[config.mk]
export PLATFORM = sky130hd
export DESIGN_NAME = imm_ext_pipe_flat
export DESIGN_NICKNAME = d
export VERILOG_FILES = /design/src/rtl/imm_ext_pkg.sv /design/src/rtl/imm_ext_pipe_if.sv /design/src/rtl/imm_ext_core.sv /design/src/rtl/imm_ext_pipe.sv /design/src/flat_wrapper.sv
export SDC_FILE = /design/constraint.sdc
export NUM_CORES = 1
export LEC_CHECK = 0
export BUFFER_PORTS_ARGS = -buffer_cell sky130_fd_sc_hd__clkbuf_2
export CAP_MARGIN = 5
export CELL_PAD_IN_SITES_DETAIL_PLACEMENT = 1
export CELL_PAD_IN_SITES_GLOBAL_PLACEMENT = 1
export CORE_MARGIN = 2
export CORE_UTILIZATION = 46
export CTS_CLUSTER_DIAMETER = 100
export DETAILED_ROUTE_END_ITERATION = 16
export PLACE_DENSITY = 0.88
export SYNTH_ARGS = -nofsm -noshare
export SYNTH_HDL_FRONTEND = slang
export SYNTH_HIERARCHICAL = 1
export SYNTH_SLANG_ARGS = --single-unit
[constraint.sdc]
create_clock -name clk -period 1.9 [get_ports clk]
set_clock_uncertainty 0.2 [all_clocks]
set_input_delay 0.285 -clock clk [delete_from_list [all_inputs] [get_ports clk]]
set_output_delay 0.285 -clock clk [all_outputs]
set_load 0.01 [all_outputs]
[src/rtl/imm_ext_pkg.sv]
// Shared definitions for the immediate-extension pipeline: mode encodings and helpers.
package imm_ext_pkg;

  localparam int unsigned MODE_W = 3;

  typedef enum logic [MODE_W-1:0] {
    MODE_ZERO     = 3'd0,
    MODE_HIGH     = 3'd1,
    MODE_SIGN     = 3'd2,
    MODE_SIGN_SL2 = 3'd3,
    MODE_ZERO_SL2 = 3'd4
  } imm_mode_e;

  // Encodings above MODE_ZERO_SL2 are reserved and flagged as errors.
  function automatic logic mode_is_legal(logic [MODE_W-1:0] mode);
    return (mode <= MODE_ZERO_SL2);
  endfunction

endpackage

[src/rtl/imm_ext_pipe_if.sv]
// Request/result handshake bundle for imm_ext_pipe.
interface imm_ext_pipe_if
  import imm_ext_pkg::*;
#(
  parameter int unsigned IN_W  = 16,
  parameter int unsigned OUT_W = 32,
  parameter int unsigned TAG_W = 5
);

  logic              in_valid;
  logic              in_ready;
  logic [IN_W-1:0]   in_imm;
  logic [MODE_W-1:0] in_mode;
  logic [TAG_W-1:0]  in_tag;

  logic              out_valid;
  logic              out_ready;
  logic [OUT_W-1:0]  out_value;
  logic [TAG_W-1:0]  out_tag;
  logic              out_err;

  // Producer of requests / consumer of results.
  modport master (
    output in_valid, in_imm, in_mode, in_tag, out_ready,
    input  in_ready, out_valid, out_value, out_tag, out_err
  );

  // The pipeline itself.
  modport slave (
    input  in_valid, in_imm, in_mode, in_tag, out_ready,
    output in_ready, out_valid, out_value, out_tag, out_err
  );

endinterface

[src/rtl/imm_ext_core.sv]
// Combinational immediate extension: zero/high/sign placement with optional shift by 2.
module imm_ext_core
  import imm_ext_pkg::*;
#(
  parameter int unsigned IN_W  = 16,
  parameter int unsigned OUT_W = 32
) (
  input  logic [IN_W-1:0]   i_imm,
  input  logic [MODE_W-1:0] i_mode,
  output logic [OUT_W-1:0]  o_value,
  output logic              o_err
);

  logic [OUT_W-1:0] w_zext;
  logic [OUT_W-1:0] w_sext;
  logic [OUT_W-1:0] w_high;

  assign w_zext = {{(OUT_W-IN_W){1'b0}}, i_imm};
  assign w_sext = {{(OUT_W-IN_W){i_imm[IN_W-1]}}, i_imm};
  assign w_high = {i_imm, {(OUT_W-IN_W){1'b0}}};

  // Select the extension by mode; reserved modes yield zero with the error flag.
  always_comb begin
    o_value = '0;
    o_err   = !mode_is_legal(i_mode);
    case (i_mode)
      MODE_ZERO:     o_value = w_zext;
      MODE_HIGH:     o_value = w_high;
      MODE_SIGN:     o_value = w_sext;
      MODE_SIGN_SL2: o_value = w_sext << 2;
      MODE_ZERO_SL2: o_value = w_zext << 2;
      default:       o_value = '0;
    endcase
  end

endmodule

[src/rtl/imm_ext_pipe.sv]
// Immediate-extension stage with a registered output and a one-entry skid buffer.
// in_ready is a register (skid empty), so upstream never sees out_ready combinationally.
module imm_ext_pipe
  import imm_ext_pkg::*;
#(
  parameter int unsigned IN_W  = 16,
  parameter int unsigned OUT_W = 32,
  parameter int unsigned TAG_W = 5
) (
  input  logic          clk,
  input  logic          rst_n,
  input  logic          flush,
  imm_ext_pipe_if.slave bus
);

  // Room for the full immediate plus the two shifted-in zeros is required.
  if (OUT_W < IN_W + 2) begin : g_bad_width
    $fatal(1, "imm_ext_pipe: OUT_W must be at least IN_W+2");
  end

  logic [OUT_W-1:0] w_ext_value;
  logic             w_ext_err;

  imm_ext_core #(
    .IN_W  (IN_W),
    .OUT_W (OUT_W)
  ) u_core (
    .i_imm   (bus.in_imm),
    .i_mode  (bus.in_mode),
    .o_value (w_ext_value),
    .o_err   (w_ext_err)
  );

  logic             r_out_valid, w_out_valid;
  logic [OUT_W-1:0] r_out_value, w_out_value;
  logic [TAG_W-1:0] r_out_tag,   w_out_tag;
  logic             r_out_err,   w_out_err;

  logic             r_skid_valid, w_skid_valid;
  logic [OUT_W-1:0] r_skid_value, w_skid_value;
  logic [TAG_W-1:0] r_skid_tag,   w_skid_tag;
  logic             r_skid_err,   w_skid_err;

  logic w_accept;
  logic w_drain;

  assign w_accept = bus.in_valid && !r_skid_valid;
  assign w_drain  = r_out_valid && bus.out_ready;

  // Next-state: refill the output register from skid first (FIFO order), else from input.
  always_comb begin
    w_out_valid  = r_out_valid;
    w_out_value  = r_out_value;
    w_out_tag    = r_out_tag;
    w_out_err    = r_out_err;
    w_skid_valid = r_skid_valid;
    w_skid_value = r_skid_value;
    w_skid_tag   = r_skid_tag;
    w_skid_err   = r_skid_err;
    if (flush) begin
      w_out_valid  = 1'b0;
      w_skid_valid = 1'b0;
    end else if (!r_out_valid || w_drain) begin
      if (r_skid_valid) begin
        // in_ready is low here, so no input can be accepted alongside this move.
        w_out_valid  = 1'b1;
        w_out_value  = r_skid_value;
        w_out_tag    = r_skid_tag;
        w_out_err    = r_skid_err;
        w_skid_valid = 1'b0;
      end else if (w_accept) begin
        w_out_valid = 1'b1;
        w_out_value = w_ext_value;
        w_out_tag   = bus.in_tag;
        w_out_err   = w_ext_err;
      end else begin
        w_out_valid = 1'b0;
      end
    end else if (w_accept) begin
      // Output stalled and full: park the new entry in the skid register.
      w_skid_valid = 1'b1;
      w_skid_value = w_ext_value;
      w_skid_tag   = bus.in_tag;
      w_skid_err   = w_ext_err;
    end
  end

  // State registers; reset clears payloads so outputs read zero while in reset.
  always_ff @(posedge clk or negedge rst_n) begin
    if (!rst_n) begin
      r_out_valid  <= 1'b0;
      r_out_value  <= '0;
      r_out_tag    <= '0;
      r_out_err    <= 1'b0;
      r_skid_valid <= 1'b0;
      r_skid_value <= '0;
      r_skid_tag   <= '0;
      r_skid_err   <= 1'b0;
    end else begin
      r_out_valid  <= w_out_valid;
      r_out_value  <= w_out_value;
      r_out_tag    <= w_out_tag;
      r_out_err    <= w_out_err;
      r_skid_valid <= w_skid_valid;
      r_skid_value <= w_skid_value;
      r_skid_tag   <= w_skid_tag;
      r_skid_err   <= w_skid_err;
    end
  end

  assign bus.in_ready  = !r_skid_valid;
  assign bus.out_valid = r_out_valid;
  assign bus.out_value = r_out_value;
  assign bus.out_tag   = r_out_tag;
  assign bus.out_err   = r_out_err;

endmodule

[src/flat_wrapper.sv]
// flat-port wrapper written by rule: the top's interface ports become plain ports
module imm_ext_pipe_flat import imm_ext_pkg::*;
#(
  parameter int unsigned IN_W  = 16,
  parameter int unsigned OUT_W = 32,
  parameter int unsigned TAG_W = 5
)
  (clk, rst_n, flush, bus_in_valid, bus_in_imm, bus_in_mode, bus_in_tag, bus_out_ready, bus_in_ready, bus_out_valid, bus_out_value, bus_out_tag, bus_out_err);
  imm_ext_pipe_if #(.IN_W(IN_W), .OUT_W(OUT_W), .TAG_W(TAG_W)) bus_i ();
  input  logic clk;
  input  logic rst_n;
  input  logic flush;
  input wire logic [$bits(bus_i.in_valid)-1:0] bus_in_valid;
  input wire logic [$bits(bus_i.in_imm)-1:0] bus_in_imm;
  input wire logic [$bits(bus_i.in_mode)-1:0] bus_in_mode;
  input wire logic [$bits(bus_i.in_tag)-1:0] bus_in_tag;
  input wire logic [$bits(bus_i.out_ready)-1:0] bus_out_ready;
  output wire logic [$bits(bus_i.in_ready)-1:0] bus_in_ready;
  output wire logic [$bits(bus_i.out_valid)-1:0] bus_out_valid;
  output wire logic [$bits(bus_i.out_value)-1:0] bus_out_value;
  output wire logic [$bits(bus_i.out_tag)-1:0] bus_out_tag;
  output wire logic [$bits(bus_i.out_err)-1:0] bus_out_err;
  assign bus_i.in_valid = bus_in_valid;
  assign bus_i.in_imm = bus_in_imm;
  assign bus_i.in_mode = bus_in_mode;
  assign bus_i.in_tag = bus_in_tag;
  assign bus_i.out_ready = bus_out_ready;
  assign bus_in_ready = bus_i.in_ready;
  assign bus_out_valid = bus_i.out_valid;
  assign bus_out_value = bus_i.out_value;
  assign bus_out_tag = bus_i.out_tag;
  assign bus_out_err = bus_i.out_err;
  imm_ext_pipe #(.IN_W(IN_W), .OUT_W(OUT_W), .TAG_W(TAG_W)) u_core (.clk(clk), .rst_n(rst_n), .flush(flush), .bus(bus_i));
endmodule
* Word-level counts from Yosys, hierarchy flattened
Index checks and enable logic that the tools add are counted.
** Storage, ports and cells
- Logic and storage cells :: 41
- Output and inout port bits :: 40
- Bits in registers :: 78
- Input bits :: 29
** Operators by class
- Muxes and demuxes :: 14
- Bitwise logic cells :: 2
- Reduce and logical (&&, ||, !) cells :: 12
- Order comparisons :: 1
- Equal/unequal tests :: 4
** Operator list (number)
- $pmux 32 s5 :: 1
- $mux 32 :: 2
- $mux 5 :: 2
- $mux 1 :: 9
- $eq 3x2->1 const B :: 2
- $reduce_and 3->1 :: 2
- $reduce_bool 2->1 :: 2
- $eq 3x1->1 const B :: 1
- $eq 3x3->1 const B :: 1
- $le 3x3->1 const B :: 1
- $logic_not 1->1 :: 3
- $logic_not 3->1 :: 1
- $reduce_bool 3->1 :: 1
- $logic_and 1x1->1 :: 2
- $not 1->1 :: 2
- $logic_or 1x1->1 :: 1

* Longest topological paths before layout
- Word-level depth :: 6
- Depth in mapped cells :: 7
- Mapped depth without buffers :: 5

* Modules after synthesis
Netlist, hierarchy kept.
** By module, submodules not included
- imm_ext_pipe :: area an instance 3455.8 µm², instances 1, cells an instance 212, sequential area each 1951.9 µm²
- imm_ext_core :: area an instance 545.5 µm², instances 1, cells an instance 86, sequential area each 0.0 µm²

* Least setup slack after synthesis
No wires, ideal clock.
- Kind :: input port to flip-flop
- Start point :: input bus_in_mode[2]
- End point :: register u_core.r_out_value[11] (netlist: u_core/bus.out_value[11])
- Stages :: 6
- Slack :: 0.025 ns
- Path buffers :: 2
- Arrival :: 1.550 ns
- Library setup time :: 0.125 ns
- Path through :: buf_2 -> nor3b_2 -> buf_4 -> a221o_1 -> mux2_2 -> mux2_2
** On the way
- Word-level cells in the longest chain between the ends :: 4
** RTL lines
- from (decl) :: line flat_wrapper.sv:15 : input wire logic [$bits(bus_i.in_mode)-1:0] bus_in_mode;
- $eq 3x3->1, or another cell as far along :: line imm_ext_core.sv:26 : case (i_mode)
- $pmux 32 s5 (*) :: line imm_ext_core.sv:26
- named net u_core.w_ext_value[11] :: line imm_ext_pipe.sv:21 : logic [OUT_W-1:0] w_ext_value;
- $mux 32 (*) :: line imm_ext_pipe.sv:71 : end else if (w_accept) begin
- $mux 32 (*) :: line imm_ext_pipe.sv:64 : if (r_skid_valid) begin
- to (signal assigned) :: line imm_ext_pipe.sv:101 : r_out_value <= w_out_value;
- to (decl) :: line imm_ext_pipe.sv:35 : logic [OUT_W-1:0] r_out_value, w_out_value;
Mark *: on every way through the listed nets, which the timed path passes. The rest lies on a longest branch. The select of a mux whose other input is x is not followed.
A chain may end at the register's enable or synchronous reset.

* Worst setup path after layout
- Start point :: register u_core.r_skid_valid
- End point :: register u_core.r_skid_value[0]
** On the way
- Word-level cells in the longest chain between the ends :: 3
** RTL lines
- from (decl) :: line imm_ext_pipe.sv:39 : logic r_skid_valid, w_skid_valid;
- from (signal assigned) :: line imm_ext_pipe.sv:104 : r_skid_valid <= w_skid_valid;
- $logic_not 1->1 :: line imm_ext_pipe.sv:47 : assign w_accept = bus.in_valid && !r_skid_valid;
- $logic_and 1x1->1 :: line imm_ext_pipe.sv:47
- $reduce_and 3->1 (no source line)
- to (signal assigned) :: line imm_ext_pipe.sv:105 : r_skid_value <= w_skid_value;
- to (decl) :: line imm_ext_pipe.sv:40 : logic [OUT_W-1:0] r_skid_value, w_skid_value;
No other way between the ends.

==> key figures <==
Run status
  • Run status: complete, no violations

Global routing
  • Global routing usage summed across all routing layers: 22.1%
  • Largest net degree at the start of global routing: 34
  • Initial antenna violation count: 0
  • First-pass GRT wire length: between 15,000 and 20,000 um
  • Vias in the first global route: just over 3,000
  • GRT Residual Overflow: 0

Hold path
  • WHS Path Cells: 3
  • Startpoint of the most critical hold path: bus_out_ready
  • Hold worst-path end: u_core/r_skid_valid$_DFFE_PN0P_
  • Hold Crit Class: in2reg

Cells and area
  • Most common cell after layout, fill and taps aside: dfrtp_1
  • Filler instances: ~900
  • Layout cell share with drive strength beyond 1: about 50%
  • Area of the multi-input gates: approximately 1900 sq um
  • Net count of the finished layout: between 400 and 500
  • Antenna Cells: 0
  • Leading cell types in the layout, fill and taps excluded: dfrtp_1, mux2_2, clkbuf_2
  • Layout overhead on the synthesized area: 20.0%
  • Reg area: around 2000 sq um

STA
  • Time the final worst path needs with I/O delays and setup: between 1.5 and 2 ns
  • Setup TNS: 0 ns
  • Final hold vios: 0
  • Period utilization: a little over nine tenths
  • RSZ-0062 raised after global routing: no
  • Worst slew pin tran: 0.835 ns
  • Max Clk Rate: between 500 and 600 MHz
  • Slew Viols, Final: 0
  • Worst max-slew margin expressed relative to the limit: between 40 and 50%
  • Total setup violations reported at the end of the flow: 0
  • Worst hold margin: approximately 0.024 ns

Routing
  • DR iter-0 viols: 86
  • Via Count: approximately 2,700
  • Total length of routed wires: between 9000 and 10,000 um
  • Remaining routing DRC violations: 0
  • Vias per cell: 5.58
  • Number of nets with antenna violations after routing: 0
  • WL per Instance: between 15 and 20 um
  • DR pass1 iterations: 4

Power
  • LEAKAGE: between 0.002 and 0.0025 uW
  • Total power: between 4000 and 5000 uW
  • Power per cell area: 903 nW/um^2
  • Maximum vdd drop: 608 uV

Yosys
  • Ys Warns: 6
  • Mean Syn Cell Area: ~13 sq um
  • Number of cells produced by synthesis: 298
  • Top_reg_cell synth: dfrtp_1
  • Post-synth EDFFs: 0
  • Multiplexer share of the synthesized area: approximately a third
  • Sequential cell area fraction in the yosys report: roughly 50%
  • Flops & latches, synth: 78
  • Xor/xnor share of the synthesized area: 0%
  • Arithmetic-cell share of the synthesized area counting full adders, half adders and majority gates: 0%
  • Async S/R FF share, synth: 100%
  • Compound-cell area share of the yosys netlist: under 10%
  • Net count after synthesis: between 300 and 400
  • Post-synthesis simple-gate area fraction: between 7 and 8%
  • Cell area after synthesis: around 4000 sq um
  • Number of distinct library cells after synthesis: 32
  • Main combinational cell family by area after synthesis: multiplexers

Clocking
  • Clock tree from TritonCTS: done
  • Hold_buf cts: 7
  • Number of levels the H-tree was split into: 3
  • CTS resizes: 0
  • Maximum count of clock buffers along a single path: 2
  • CTS clock-pin slew for the worst setup and hold paths: about 0.090 ns
  • Number of clock buffers inserted by TritonCTS: 9
  • TritonCTS sink count: between 70 and 80
  • Clk Tree Root Cell: clkbuf_8
  • Number of buffers inserted by post-CTS setup repair: 0
  • Clock latency on the worst-skew pair: around 0.36 ns

Worst setup path
  • CP startpoint kind: flop
  • Number of cells on the worst reg-to-reg path: 3
  • CP Capture Type: flop
  • Arrival time reported for the critical path endpoint: roughly 1.9 ns
  • Critical path fanouts, max: 33
  • Destination of the worst register-to-register timing path: u_core/r_skid_value[0]$_DFFE_PN0P_
  • Worst reg2reg setup slack: roughly 0.053 ns
  • CP Class: reg2reg
  • Startpoint of the lowest-slack register-to-register path: u_core/r_skid_valid$_DFFE_PN0P_
  • Critical path required time: between 1.5 and 2 ns

Placement
  • Global placer's final weighted congestion: 0.821
  • DP Wirelength: approximately 7000 um
  • Input/output buffers: 68

Job
  • Count of maximum capacitance violations: 0

Die
  • Core Footprint: around 8600 sq um
  • Std cell rows: 34
  • Overall die area: between 9000 and 10,000 sq um
  • Count of boundary I/O pins: 69
  • Initial Util: a little under half
  • Width of the die: a little under 100 um
  • Height of the die: between 90 and 100 um
where the power goes:
| group | internal, uW | total, uW | switching, uW | leakage, uW |
|---|---|---|---|---|
| clock | 744 | 1410 | 666 | 0.000106 |
| sequential | 1940 | 2090 | 152 | 0.00102 |
| combinational | 447 | 839 | 392 | 0.00118 |
| total | 3130 | 4340 | 1210 | 0.00230 |
synthesized netlist by cell type, types with 3 or more instances:
master     n  share of area (%)
a21oi_1   15                1.9
a221o_1   12                3.0
mux2_1    31                8.7
nor2b_1    5               0.78
clkbuf_1   3               0.28
dfrtp_1   78                 49
buf_2      7               0.88
mux2_4     9                3.4
nand2_1   16                1.5
buf_6      6                1.7
buf_4      6                1.1
mux2_2    74                 21
nor3b_1   13                2.4
per-stage QoR:
stage,worst slack (ns),std cells,area (sq um),util (%)
2_1_floorplan,0.0251,298,4000,-
3_3_place_gp,-0.0455,469,4510,52.5
3_5_place_dp,-0.0905,469,4510,52.5
4_1_cts,0.0347,492,4800,55.9
5_1_grt,0.000764,492,4800,55.9
6_report,0.0529,492,4800,55.9
worst max path at each step:
stage / from / endpoint / slack (ns) / depth (start not counted)
final: u_core/r_skid_valid$_DFFE_PN0P_ / u_core/r_skid_value[0]$_DFFE_PN0P_ / 0.05 / 3
after global routing: u_core/bus.out_valid$_DFFE_PN0P_ / u_core/r_skid_value[8]$_DFFE_PN0P_ / 0.0008 / 4
after CTS: u_core/r_skid_valid$_DFFE_PN0P_ / u_core/r_skid_value[18]$_DFFE_PN0P_ / 0.03 / 3
after detailed placement: bus_in_mode[2] / u_core/bus.out_value[11]$_DFFE_PN0P_ / -0.09 / 5
after global placement: bus_in_mode[2] / u_core/bus.out_value[11]$_DFFE_PN0P_ / -0.05 / 5
after floorplan: bus_in_mode[2] / u_core/bus.out_value[11]$_DFFE_PN0P_ / 0.03 / 6
registers in the layout, indices dropped and copies added (netlist names):
| name | cells |
|---|---|
| u_core/bus.out_tag | 5 |
| u_core/r_skid_err | 1 |
| u_core/r_skid_value | 32 |
| u_core/r_skid_tag | 5 |
| u_core/bus.out_err | 1 |
| u_core/bus.out_value | 32 |
| u_core/bus.out_valid | 1 |
| u_core/r_skid_valid | 1 |
worst max-delay path: stages (launching register included):
cell and delay (ns):
dfrtp_2 0.47, nor4b_4 0.41, buf_12 0.27, mux2_2 0.38
metal layers:
layer | vias up | global-route usage, % | wire [um]
li1 | 1247 | - | -
met1 | 1418 | 27.6 | 4200
met2 | 65 | 37.8 | 4940
met3 | 14 | 5.68 | 399
met4 | 0 | 6.94 | 147
met5 | - | 0 | 0
cell type report:
cell class | instances | share of cell area, %
clock buffer | 9 | 2.58
clock inverter | 7 | 2.03
inverter | 1 | 0.0782
multi-input combinational | 196 | 39.1
sequential | 78 | 40.7
tap | 108 | 2.81
timing repair buffer | 93 | 12.7
logic make-up after synthesis:
logic type,after synthesis
AO/OA/AOI/OAI,35
buffers and inverters,24
flip-flops,78
multiplexers,115
AND/OR/NAND/NOR,46
Note: power is estimated with default switching activity, not from simulation.
